$ cat src/rtl/led_blink_avs_responder.sv
// led_blink_avs_responder
//   Avalon-MM responder on the HPS lightweight bridge that drives the board
//   LEDs. Software programs CTRL/PERIOD/PATTERN; the engine then blinks the
//   pattern (mode 0) or rotates it left (mode 1) once every PERIOD cycles and
//   counts the ticks in STATUS[31:16].
// Ports
//   clk, reset           fabric clock, synchronous active-high reset
//   avs_address          0 CTRL, 1 PERIOD, 2 PATTERN, 3 STATUS
//   avs_read/avs_write   one-cycle strobes, no waitrequest
//   avs_writedata        write data
//   avs_readdata         read data, zero unless avs_readdatavalid
//   avs_readdatavalid    one-cycle response, fixed latency 1
//   led_out              LED drive, 1 = lit
// Handshake: a read sampled at edge E returns its data with
//   avs_readdatavalid = 1 for the single cycle after E. The data is captured
//   from the registers as they were before any write sampled at the same E.
module led_blink_avs_responder #(
  parameter int                    LED_WIDTH       = 4,
  parameter int                    PERIOD_WIDTH    = 26,
  parameter logic [PERIOD_WIDTH-1:0] DEFAULT_PERIOD  = 26'd25000000,
  parameter logic [LED_WIDTH-1:0]  DEFAULT_PATTERN = 4'b0101
) (
  input  logic                 clk,
  input  logic                 reset,
  input  logic [1:0]           avs_address,
  input  logic                 avs_read,
  input  logic                 avs_write,
  input  logic [31:0]          avs_writedata,
  output logic [31:0]          avs_readdata,
  output logic                 avs_readdatavalid,
  output logic [LED_WIDTH-1:0] led_out
);

  // The engine state is the enable bit of CTRL.
  typedef enum logic {IDLE = 1'b0, RUN = 1'b1} state_t;

  state_t                  state_q, state_d;
  logic                    mode_q, mode_d;
  logic [PERIOD_WIDTH-1:0] period_q, period_d;
  logic [LED_WIDTH-1:0]    pattern_q, pattern_d;
  logic [PERIOD_WIDTH-1:0] cnt_q, cnt_d;
  logic                    phase_q, phase_d;
  logic [LED_WIDTH-1:0]    work_q, work_d;
  logic [15:0]             tick_q, tick_d;

  logic                    wr_ctrl, wr_period, wr_pattern, wr_status;
  logic [PERIOD_WIDTH-1:0] last_cnt;
  logic                    tick;
  logic [31:0]             rd_mux;
  logic                    unused_wdata;

  assign wr_ctrl    = avs_write && (avs_address == 2'd0);
  assign wr_period  = avs_write && (avs_address == 2'd1);
  assign wr_pattern = avs_write && (avs_address == 2'd2);
  assign wr_status  = avs_write && (avs_address == 2'd3);

  // PERIOD = 0 behaves as 1, so the terminal count is 0 in both cases.
  assign last_cnt = (period_q == '0) ? '0 : period_q - 1'b1;
  assign tick     = (state_q == RUN) && (cnt_q == last_cnt);

  // High write-data bits are don't-care for every register.
  assign unused_wdata = ^avs_writedata;

  always_comb begin
    state_d   = state_q;
    mode_d    = mode_q;
    period_d  = period_q;
    pattern_d = pattern_q;
    cnt_d     = cnt_q;
    phase_d   = phase_q;
    work_d    = work_q;
    tick_d    = tick_q;

    // Enabling while already running leaves the engine untouched; only mode
    // changes, because the IDLE branch below is what (re)starts the engine.
    if (wr_ctrl) begin
      state_d = avs_writedata[0] ? RUN : IDLE;
      mode_d  = avs_writedata[1];
    end
    if (wr_period)  period_d  = avs_writedata[PERIOD_WIDTH-1:0];
    if (wr_pattern) pattern_d = avs_writedata[LED_WIDTH-1:0];

    case (state_q)
      IDLE: begin
        cnt_d   = '0;
        phase_d = 1'b1;
        work_d  = pattern_q;
      end
      RUN: begin
        if (tick) begin
          cnt_d   = '0;
          phase_d = ~phase_q;
          work_d  = (work_q << 1) | (work_q >> (LED_WIDTH - 1));
          tick_d  = (tick_q == 16'hFFFF) ? tick_q : tick_q + 16'd1;
        end else begin
          cnt_d = cnt_q + 1'b1;
        end
        if (wr_period) cnt_d = '0;
      end
      default: ;
    endcase

    // Bus writes take priority over a coincident tick.
    if (wr_pattern) work_d = avs_writedata[LED_WIDTH-1:0];
    if (wr_status)  tick_d = '0;
  end

  always_comb begin
    rd_mux = '0;
    case (avs_address)
      2'd0: rd_mux[1:0] = {mode_q, state_q == RUN};
      2'd1: rd_mux[PERIOD_WIDTH-1:0] = period_q;
      2'd2: rd_mux[LED_WIDTH-1:0] = pattern_q;
      2'd3: begin
        rd_mux[31:16] = tick_q;
        rd_mux[0]     = (state_q == RUN);
      end
      default: ;
    endcase
  end

  // LED decode uses registered state only.
  always_comb begin
    led_out = pattern_q;
    if (state_q == RUN) begin
      if (mode_q) led_out = work_q;
      else        led_out = phase_q ? pattern_q : '0;
    end
  end

  always_ff @(posedge clk) begin
    if (reset) begin
      state_q           <= IDLE;
      mode_q            <= 1'b0;
      period_q          <= DEFAULT_PERIOD;
      pattern_q         <= DEFAULT_PATTERN;
      cnt_q             <= '0;
      phase_q           <= 1'b1;
      work_q            <= DEFAULT_PATTERN;
      tick_q            <= '0;
      avs_readdatavalid <= 1'b0;
      avs_readdata      <= '0;
    end else begin
      state_q           <= state_d;
      mode_q            <= mode_d;
      period_q          <= period_d;
      pattern_q         <= pattern_d;
      cnt_q             <= cnt_d;
      phase_q           <= phase_d;
      work_q            <= work_d;
      tick_q            <= tick_d;
      avs_readdatavalid <= avs_read;
      avs_readdata      <= avs_read ? rd_mux : '0;
    end
  end

endmodule
$ cat config.mk
export PLATFORM = sky130hd
export DESIGN_NAME = led_blink_avs_responder
export DESIGN_NICKNAME = d
export VERILOG_FILES = /design/src/rtl/led_blink_avs_responder.sv
export SDC_FILE = /design/constraint.sdc
export NUM_CORES = 1
export LEC_CHECK = 0
export BUFFER_PORTS_ARGS = -buffer_cell sky130_fd_sc_hd__buf_2
export CAP_MARGIN = 30
export CELL_PAD_IN_SITES_DETAIL_PLACEMENT = 1
export CELL_PAD_IN_SITES_GLOBAL_PLACEMENT = 2
export CORE_AREA = 5 5 165 127
export DETAILED_ROUTE_END_ITERATION = 8
export DIE_AREA = 0 0 170 132
export PLACE_DENSITY = 0.75
export SLEW_MARGIN = 40
export SYNTH_ARGS = -nofsm -noshare
export SYNTH_HDL_FRONTEND = slang
export SYNTH_SLANG_ARGS = --single-unit
$ cat constraint.sdc
create_clock -name clk -period 3.63 [get_ports clk]
set_clock_uncertainty 0.05 [all_clocks]
set_input_delay 0.363 -clock clk [delete_from_list [all_inputs] [get_ports clk]]
set_output_delay 0.363 -clock clk [all_outputs]
set_load 0.005 [all_outputs]
## Word level (Yosys, flattened, before mapping)

Cells that the tools add are included.

- Register bits after elaboration: 112
- Bits of input ports: 38
- Logic and storage cells: 59

- $add $sub $neg: 3
- Equality and inequality tests: 7
- Mux-type cells: 17
- Bitwise logic cells: 7
- Reduce and logical (&&, ||, !) cells: 13

Operator list:

| kind | count |
|---|---|
| $mux W26 | 3 |
| $pmux W26 S2 | 1 |
| $add A26 B1 Y26 const B | 1 |
| $eq A26 B26 Y1 | 1 |
| $logic_not A26 Y1 | 1 |
| $sub A26 B1 Y26 const B | 1 |
| $mux W4 | 5 |
| $pmux W10 S2 | 1 |
| $add A16 B1 Y16 const B | 1 |
| $eq A16 B16 Y1 const B | 1 |
| $pmux W4 S2 | 1 |
| $not A1 Y1 | 6 |
| $pmux W1 S3 | 2 |
| $reduce_or A2 Y1 | 3 |
| $reduce_or A3 Y1 | 2 |
| $logic_and A1 B1 Y1 | 5 |
| $eq A2 B2 Y1 const B | 2 |
| $or A4 B1 Y4 | 1 |
| $pmux W2 S2 | 1 |
| $ne A3 B1 Y1 const B | 1 |
| $reduce_and A3 Y1 | 1 |
| $eq A2 B1 Y1 const B | 1 |
| $logic_not A2 Y1 | 1 |
| $mux W1 | 2 |
| 2 further kinds | 2 |

## Logic depth before layout (Yosys ltp)

Gate-level depths: netlist (run 1).

- Word-level depth: 7
- Depth in mapped cells: 13
- Mapped depth without buffers: 11

## Worst setup path before layout (run 1)

No wires, ideal clock.

- Path type: reg-to-reg
- Start: register period_q[14]
- End: register work_q[1]
- Library setup time: 0.088 ns
- Arrival time: 3.302 ns
- Setup slack: 0.190 ns
- Stages on the path, launching flop included: 14
- Buffers on the path: 4
- Cell sequence: dfxtp_1 -> buf_6 -> or4_4 -> buf_6 -> nand2b_4 -> buf_6 -> or4_4 -> or3_1 -> a22oi_1 -> and4b_4 -> and4_4 -> buf_6 -> mux2_4 -> a311oi_2

- Longest elaborated chain between the ends: 5

RTL lines:

| element | RTL line | source |
|---|---|---|
| start: declaration | 39 | `logic [PERIOD_WIDTH-1:0] period_q, period_d;` |
| start signal: assignment | 146 | `period_q <= period_d;` |
| $sub A26 B1 Y26 or $logic_not A26 Y1 (tied branches) | 58 | `assign last_cnt = (period_q == '0) ? '0 : period_q - 1'b1;` |
| $mux W26 (*) | 58 |  |
| $eq A26 B26 Y1 (*) | 59 | `assign tick = (state_q == RUN) && (cnt_q == last_cnt);` |
| $logic_and A1 B1 Y1 (*) | 59 |  |
| $ne A3 B1 Y1 (no line) (*) | - |  |
| end signal: assignment | 150 | `work_q <= work_d;` |
| end: declaration | 43 | `logic [LED_WIDTH-1:0] work_q, work_d;` |

Mark *: on every way between the ends. The rest lies on a longest branch, timed or not.
A chain may end at the register's enable or synchronous reset.

## Final worst setup path (run 1)

- Start: register period_q[14]
- End: register tick_q[4]

- Longest elaborated chain between the ends: 5

RTL lines:

| element | RTL line | source |
|---|---|---|
| $sub A26 B1 Y26 or $logic_not A26 Y1 (tied branches) | 58 |  |
| $mux W26 (*) | 58 |  |
| $eq A26 B26 Y1 (*) | 59 |  |
| $logic_and A1 B1 Y1 (*) | 59 |  |
| $reduce_and A3 Y1 (no line) (*) | - |  |
| end signal: assignment | 151 | `tick_q <= tick_d;` |
| end: declaration | 44 | `logic [15:0] tick_q, tick_d;` |

Marks and branches as above.

==> results of run 1 <==
==> repair_timing <==
action                                  CTS  global route
cloned                                    0             1
gates resized for setup                   0            18
pin swaps                                 1             6
endpoints found under the hold margin     0             0
endpoints found under the setup margin    1            19
buffers inserted                          1             5
==> cells by family (layout without fill, tap and decap cells) <==
kind of cell | after synthesis | in the layout | synth area share, %
mux | 15 | 15 | 2.666
fa+ha+maj | 7 | 7 | 1.505
compound gates | 122 | 122 | 14.19
simple gates | 330 | 330 | 30.19
xor+xnor | 45 | 45 | 7.246
buf+inv | 78 | 160 | 5.676
flops | 112 | 112 | 38.53
==> worst paths after layout <==
kind	startpoint	to	slack (ps)	cells past startpoint
worst max-delay path	period_q[14]	tick_q[4]	90	13
worst min register to register	tick_q[11]	tick_q[11]	440	2
worst max register to register	period_q[14]	tick_q[4]	90	13
worst min-delay path	avs_writedata[20]	period_q[20]	170	3
==> metrics by stage <==
| stage | hold slack (ps) | area [um2] | util, % |
|---|---|---|---|
| 2_1_floorplan | 392.3 | 5819 | - |
| 3_3_place_gp | 404.9 | 6595 | 34.52 |
| 3_5_place_dp | 423.7 | 6595 | 34.52 |
| 4_1_cts | 156.5 | 6885 | 36.04 |
| 5_1_grt | 174.8 | 7057 | 36.94 |
| 6_report | 165.7 | 7057 | 36.94 |
==> worst max-delay path, stage by stage, from the launching register on <==
cell and delay (ps):
dfxtp_1 320, or4_4 580, nand3b_1 270, buf_6 190, nor4_2 150, buf_4 230, a221oi_1 110, a21oi_1 230
and4b_4 270, nand4_1 200, buf_12 210, clkbuf_4 170, or3_1 360, a21oi_1 140
==> power breakdown <==
group	internal [mW]	switching, mW
Sequential	1.25	0.0216
Clock	0.482	0.508
Combinational	0.101	0.137
Total	1.83	0.667
==> layout make-up <==
class	count	area, um2	share of cell area, %
Timing Repair Buffer	118	774.5	10.98
Inverter	27	101.3	1.436
Clock inverter	6	57.56	0.8156
Clock buffer	9	225.2	3.191
Sequential cell	112	2242	31.77
Tap cell	253	316.6	4.486
Multi-Input combinational cell	519	3339	47.32
==> layer usage <==
| layer | vias to the layer above | GRT usage, % | part of all wire [%] |
|---|---|---|---|
| met5 | - | 0 | 0 |
| met4 | 0 | 4.435 | 1.3 |
| met1 | 2683 | 23.10 | 49 |
| met2 | 93 | 26.91 | 46 |
| li1 | 2644 | - | - |
| met3 | 18 | 3.357 | 4.3 |
==> placed cells by master (no fill, tap or decap), types with 15 or more instances in the layout <==
cell,n
nor2_1,53
nor3_1,25
a21oi_1,36
buf_4,44
and3_1,22
xnor2_1,22
or3_1,15
o21ai_0,20
dfxtp_1,112
nand3_1,20
inv_1,27
nand2_1,100
buf_2,68
xor2_1,21
==> sequential cells by signal (all words and copies together), names as in the netlist <==
name               count
mode_q                 1
phase_q                1
period_q              26
avs_readdata          32
state_q                1
tick_q                16
pattern_q              4
avs_readdatavalid      1
work_q                 4
cnt_q                 26
==> impl_metrics.ini, run 1 <==
[routing]
num_vias = 5438
avgRoutedWirePerCell_um = 18.12
viasPerCell = 5.209
drt_iter0_drc = 242
ant_nets = 0
drt_wl_total_mm = 18.92
drt_pre_antenna_iters = 4
drc = 0

[global_route]
grt_pass1_wl_mm = 30.44
antenna_found_initial = 0
grt_max_degree = 41
grt_pass1_vias = 5625
grt_overflow_total = 0
grt_use_total_pct = 16.78

[layout]
diodes = 0
nNetsFinal = 832
fin_cells = 1044
area_growth_pct = 21.26
drive_gt1_share_pct = 20.73
nFillCells = 2298

[floorplanning]
die_y_um = 132
core-area_um2 = 19100
start_util_pct = 30.46
die_x_um = 170
io_pins = 75
dieArea_um2 = 22440
core.rowCount = 44

[clock_tree]
ctsHoldBuffers = 0
htreeDepth = 3
cts_buffers = 9
root_buffer = clkbuf_16
cts_sinks = 112
cts_buffer_depth = 2
path_clk_slew_ps = 80
cts_tree = built
clock_latency_ps = 360

[run]
maxCapViolCount = 0

[sta]
fmax_mhz = 282.8
layout_setup_ws_ps = 94.17
slew_viol_final = 0
slew_headroom_pct = 44.85
finalHoldViolations = 0
worst_pin_slew_ps = 827.3
setup_viol_count_final = 0
finalCriticalPeriod_ps = 3536
tns_ps = 0
period_share_pct = 97.41

[critical_path]
cp_data_required_time_ps = 3880
cp-start-kind = flip-flop
end_kind = flip-flop
arrival_ps = 3780
path_class = flip-flop to flip-flop
crit_fanout = 8

[placed_design]
placed_cells = 1022
place_ws_ps = 39.32
gp_congestion = 0.8284
dpl.hpwl_mm = 14.05
port_buffers = 68

[pwr]
cellLeakagePower_nw = 2.752
total_power_mw = 2.500
p_per_area_nw_per_um2 = 354.2
vdd_drop_max_mv = 0.1853

[hold_path]
hold_path.class = input port to flip-flop

[logic_synthesis]
synth_area_um2 = 5819
synth_cells = 709
synthTopCellsByCount = 112 x dfxtp_1, 100 x nand2_1, 53 x nor2_1, 38 x clkbuf_1, 37 x a21oi_1
synth-edff-count = 0
ys_warn_count = 0
synth_top_area_share_pct = 38.53
postSynthAreaPerCell_um2 = 8.208
yosys.area.top_type = dfxtp_1
yosysMostFrequentCell = dfxtp_1
synth_cell_types = 64
synth_area_leaders = dfxtp_1 39%, nand2_1 6.5%, nor2_1 3.4%
synthArstFlopShare_pct = 0
synth-seq-cells = 112
synth_nets = 754
ys_seq_area_share_pct = 38.53
synthFlopType = dfxtp_1

[outcome]
status = completed
No activity file was read; power rests on OpenSTA's default activity.
==> inputs of run 2 (changes only) <==
--- a/config.mk
+++ b/config.mk
@@ -5,13 +5,13 @@
 export SDC_FILE = /design/constraint.sdc
 export NUM_CORES = 1
 export LEC_CHECK = 0
-export BUFFER_PORTS_ARGS = -buffer_cell sky130_fd_sc_hd__buf_2
+export BUFFER_PORTS_ARGS = -buffer_cell sky130_fd_sc_hd__buf_4
 export CAP_MARGIN = 30
 export CELL_PAD_IN_SITES_DETAIL_PLACEMENT = 1
 export CELL_PAD_IN_SITES_GLOBAL_PLACEMENT = 2
-export CORE_AREA = 5 5 165 127
+export CORE_AREA = 2 2 162 124
 export DETAILED_ROUTE_END_ITERATION = 8
-export DIE_AREA = 0 0 170 132
+export DIE_AREA = 0 0 164 126
 export PLACE_DENSITY = 0.75
 export SLEW_MARGIN = 40
 export SYNTH_ARGS = -nofsm -noshare
==> constraint.sdc (replaced) <==
create_clock -name clk -period 2.9 [get_ports clk]
set_clock_uncertainty 0.05 [all_clocks]
set_input_delay 0.29 -clock clk [delete_from_list [all_inputs] [get_ports clk]]
set_output_delay 0.29 -clock clk [all_outputs]
set_load 0.005 [all_outputs]
==> run 2 against run 1 <==
Effect of this change:
- cell count increased by 6.0%
- largest power group unchanged
- final area grew 15%
- sequential share of layout area shrank 4.0 points
- sequential power rose by 25%
- setup slack got worse by 660 ps
- die area down 7.9%
- utilization is 5.5 points higher
- sequential cell count unchanged
- clock power up 24%
- power rose by 28%
- critical endpoint is now work_q[1]
- the run now ends with setup timing left
- hold slack got worse by 72 ps
- global-route usage grew 4.0 points
==> impl_metrics.ini, run 2 (synthesis gave the netlist of run 1 again) <==
[critical_path]
r2r_slack_ps = -570
r2r_start = period_q[14]
startpoint = period_q[14]
cp_data_required_time_ps = 3120
crit_fanout = 3
cp-start-kind = flip-flop
arrival_ps = 3690
worstRegToRegCells = 10
r2r-end = work_q[1]
end_kind = flip-flop
path_class = flip-flop to flip-flop

[clock_tree]
cts_buffers = 9
htreeDepth = 3
clock_latency_ps = 370
root_buffer = clkbuf_16
cts_buffer_depth = 2
ctsHoldBuffers = 0
cts_tree = built
cts_sinks = 112
path_clk_slew_ps = 80

[layout]
diodes = 0
regMostFlops = avs_readdata
final_common_cell = buf_4
area_growth_pct = 39.28
final_cell_mix = 167 x buf_4, 108 x dfxtp_1, 99 x nand2_1
top_regs = avs_readdata: 32 flops, cnt_q: 26 flops, period_q: 26 flops
drive_gt1_share_pct = 32.44
largest_register_ffs = 32
nNetsFinal = 895
post-route-util_pct = 42.43

[sta]
layout_setup_ws_ps = -569.1
fmax_mhz = 288.3
period_share_pct = 119.6
slew_headroom_pct = 55.99
rsz0062_at_grt = true
finalHoldViolations = 0
worst_pin_slew_ps = 660.2
setup_viol_count_final = 47
hold_ws_ps = 93.35
finalCriticalPeriod_ps = 3469
slew_viol_final = 0

[pwr]
vdd_drop_max_mv = 0.2702
p_per_area_nw_per_um2 = 394.8
total_power_mw = 3.200
cellLeakagePower_nw = 3.267

[run]
maxCapViolCount = 0

[routing]
num_vias = 5752
drt_iter0_drc = 337
drt_pre_antenna_iters = 4
viasPerCell = 5.196
ant_nets = 0
avgRoutedWirePerCell_um = 19.27
drc = 0
drt_wl_total_mm = 21.33

[placed_design]
port_buffers = 68
dpl.hpwl_mm = 15.58
gp_congestion = 0.9037
place_ws_ps = -650.3

[outcome]
status = complete, but fails checks
violations = setup timing

[global_route]
antenna_found_initial = 0
grt_use_total_pct = 20.81
grt_pass1_wl_mm = 33.37
grt_max_degree = 41
grt_pass1_vias = 6066
grt_overflow_total = 0

[floorplanning]
dieArea_um2 = 20660
io_pins = 75
die_x_um = 164
die_y_um = 126
start_util_pct = 30.46
core.rowCount = 44
core-area_um2 = 19100

[hold_path]
holdPathStages = 3
hold_path_end = period_q[6]
hold_path.class = input port to flip-flop
min-delay-start = avs_writedata[6]
-- run 2: cell types whose count changed in the layout (fill, tap and decap cells not counted), moves of 5 or more --
cell and delta:
buf_6 +6, nor3_4 +7, buf_2 -68, buf_4 +123, nor2_2 +20, nor3_1 -5, nor2_4 +5, nor2_1 -25
-- run 2: report_power, final --
group | switching (mW) | internal, mW | total, mW
sequential | 0.0274 | 1.57 | 1.59
combinational | 0.195 | 0.180 | 0.375
clock | 0.622 | 0.611 | 1.23
total | 0.844 | 2.36 | 3.20
-- run 2: worst max-delay path by stage --
stage	end	cells after the start
after global routing	tick_q[8]	14
after floorplan	work_q[1]	13
after detailed placement	tick_q[8]	13
after global placement	tick_q[4]	14
final	work_q[1]	10
after CTS	cnt_q[6]	13
-- run 2: metal layers --
metal	GRT usage [%]	share of wire, %	wire length [um]	up-vias
met2	35.22	47	10100	116
met4	5.315	1.8	394	0
li1	-	-	-	2779
met5	0	0	0	-
met1	27.26	47	9920	2831
met3	3.887	4.3	908	26
-- run 2: what timing repair did --
item / CTS / global route
buffers inserted: 6 / 6
cloned: 3 / 2
pin swaps: 15 / 24
resized for setup: 30 / 68
endpoints found under the setup margin: 47 / 47
-- run 2: critical path: stages (launching register included) --
cell and delay [ps]:
dfxtp_2 320, or4_4 530, nand3b_1 230, or4_4 500, a211oi_4 250, o2111ai_2 180, nor4_4 310, buf_4 160
and4_4 250, mux2_4 310, a311oi_2 290
-- run 2: layout make-up --
cell class,instances,area [um2]
clock buffers,10,239.0
repair buffers,181,1505
multi-input cells,519,3654
well taps,253,316.6
fillers,2194,11000
inverters,27,101.3
flip-flops and latches,112,2247
clock inverters,5,42.54
-- run 2: per-stage QoR --
step                      area (um2)  TNS, ps  std cells
after floorplan                 5887   -18990        709
after global placement          7224   -23710       1078
after detailed placement        7224   -26890       1078
after CTS                       7751   -18380       1101
after global routing            8105   -29280       1107
final                           8105   -22340       1107
==> inputs of run 3 (changes only) <==
--- a/config.mk
+++ b/config.mk
@@ -13,7 +13,8 @@
 export DETAILED_ROUTE_END_ITERATION = 8
 export DIE_AREA = 0 0 164 126
 export PLACE_DENSITY = 0.75
-export SLEW_MARGIN = 40
+export SLEW_MARGIN = 20
 export SYNTH_ARGS = -nofsm -noshare
 export SYNTH_HDL_FRONTEND = slang
 export SYNTH_SLANG_ARGS = --single-unit
+export TNS_END_PERCENT = 5
==> run 3 against run 2 <==
Effect of this change:
- the flow still finishes with violations (setup timing)
- sequential share of layout area up 1.4 points
- sequential power about the same
- power shrank 0.25%
- fmax grew 1.3%
==> impl_metrics.ini, run 3 (synthesis gave the netlist of run 1 again) <==
[hold_path]
hold_path.class = input port to flip-flop
hold_path_end = period_q[16]
min-delay-start = avs_writedata[16]
holdPathStages = 3

[clock_tree]
root_buffer = clkbuf_16
clock_latency_ps = 360
ctsHoldBuffers = 0
cts_buffer_depth = 2
cts_tree = built
path_clk_slew_ps = 80
cts_sinks = 112
htreeDepth = 3
cts_buffers = 9

[critical_path]
r2r-end = tick_q[2]
cp-start-kind = flip-flop
crit_fanout = 7
r2r_start = period_q[0]
cp_data_required_time_ps = 3140
cp_common_cell = buf_4
cp_cell_sequence = inv_1 > ha_1 > buf_4 > nor3b_2 > buf_4 > xnor2_2 > or4b_2 > a21oi_1 > a211o_1 > and4_1 > nand4_1 > buf_4 > buf_2 > or3_1 > a21oi_1
arrival_ps = 3670
end_kind = flip-flop
critPathMaxStageDelay_ps = 610
path_delay_family = simple AND/OR/NAND/NOR gates
critical_path_buf_inv_count = 5
r2r_slack_ps = -530
crit_slowest_cell = or4b_2
path_class = flip-flop to flip-flop
worstRegToRegCells = 15

[layout]
diodes = 0
drive_gt1_share_pct = 27.01
nNetsFinal = 884
final_common_cell = buf_4
largest_register_ffs = 32
regMostFlops = avs_readdata
final_cell_mix = 164 x buf_4, 110 x dfxtp_1, 100 x nand2_1
register_area_um2 = 2245
area_growth_pct = 32.64
multi_input_comb_area_um2 = 3460
post-route-util_pct = 40.40
top_regs = avs_readdata: 32 flops, cnt_q: 26 flops, period_q: 26 flops
nFillCells = 2247

[floorplanning]
die_x_um = 164
dieArea_um2 = 20660
core.rowCount = 44
core-area_um2 = 19100
io_pins = 75
start_util_pct = 30.46
die_y_um = 126

[sta]
layout_setup_ws_ps = -526.1
rsz0062_at_grt = true
setup_viol_count_final = 47
tns_ps = -19490
period_share_pct = 118.1
worst_pin_slew_ps = 508.4
slew_headroom_pct = 65.75
finalHoldViolations = 0
slew_viol_final = 0
finalCriticalPeriod_ps = 3426
fmax_mhz = 291.9

[placed_design]
gp_congestion = 0.9085
dpl.hpwl_mm = 15.32
port_buffers = 68
place_ws_ps = -622.6

[global_route]
grt_pass1_wl_mm = 32.46
grt_use_total_pct = 20.00
grt_pass1_vias = 5994
antenna_found_initial = 0
grt_max_degree = 41
grt_overflow_total = 0

[pwr]
p_per_area_nw_per_um2 = 413.5
vdd_drop_max_mv = 0.2303
cellLeakagePower_nw = 3.126

[routing]
avgRoutedWirePerCell_um = 18.48
drc = 0
ant_nets = 0
drt_iter0_drc = 355
viasPerCell = 5.226
drt_pre_antenna_iters = 4
drt_wl_total_mm = 20.27
num_vias = 5733

[outcome]
status = complete, but fails checks
violations = setup timing

[run]
maxCapViolCount = 0
==> run 3: changes by cell type in the layout (fill, tap and decap cells not counted), sizes merged <==
cell and change:
clkbuf -2, inv +3, clkinvlp -1, buf -9, clkinv -1
==> run 3: worst max-delay path by stage <==
stage,start,to,slack [ps],depth (start not counted)
6_report,period_q[0],tick_q[2],-530,15
5_1_grt,period_q[3],tick_q[2],-680,13
4_1_cts,period_q[0],tick_q[12],-440,14
3_5_place_dp,period_q[0],tick_q[6],-620,14
3_3_place_gp,period_q[0],tick_q[13],-520,14
2_1_floorplan,period_q[14],work_q[1],-540,13
==> run 3: worst min-delay path: stages <==
cell      delay (ps)
buf_4             80
nand2_1           40
nand3b_1          70
==> run 3: final cells by class <==
class	count	share of cell area, %
flip-flops and latches	112	29.08
inverters	27	1.313
clock buffers	10	2.966
multi-input cells	519	44.82
well taps	253	4.101
clock inverters	6	0.7457
repair buffers	170	16.97
==> run 3: where the power goes <==
part,internal (mW),switching (mW),total (mW)
clock network,0.607,0.631,1.24
logic,0.171,0.193,0.364
registers,1.57,0.0243,1.59
total,2.34,0.849,3.19
==> run 3: what timing repair did <==
action | CTS | global route
cloned | 0 | 1
resized for setup | 27 | 17
pin swaps | 4 | 2
setup buffers | 2 | 1
endpoints found under the setup margin | 47 | 47
==> run 3: through the flow <==
step / power, mW / cells / hold WS, ps / instance area (um2)
2_1_floorplan: 1.789 / 709 / 363.9 / 5833
3_3_place_gp: 1.956 / 1077 / 404.4 / 7182
3_5_place_dp: 1.970 / 1077 / 426.3 / 7182
4_1_cts: 3.223 / 1095 / 89.14 / 7617
5_1_grt: 3.328 / 1097 / 102.1 / 7719
6_report: 3.192 / 1097 / 98.24 / 7719
==> run 3: layer usage <==
| metal | routed length (um) | part of all wire [%] | vias up | global-route usage [%] |
|---|---|---|---|---|
| met5 | 0 | 0 | - | 0 |
| met4 | 234 | 1.2 | 0 | 4.696 |
| met3 | 844 | 4.2 | 18 | 3.129 |
| met2 | 9398 | 46 | 121 | 32.70 |
| met1 | 9796 | 48 | 2844 | 27.70 |
| li1 | - | - | 2750 | - |
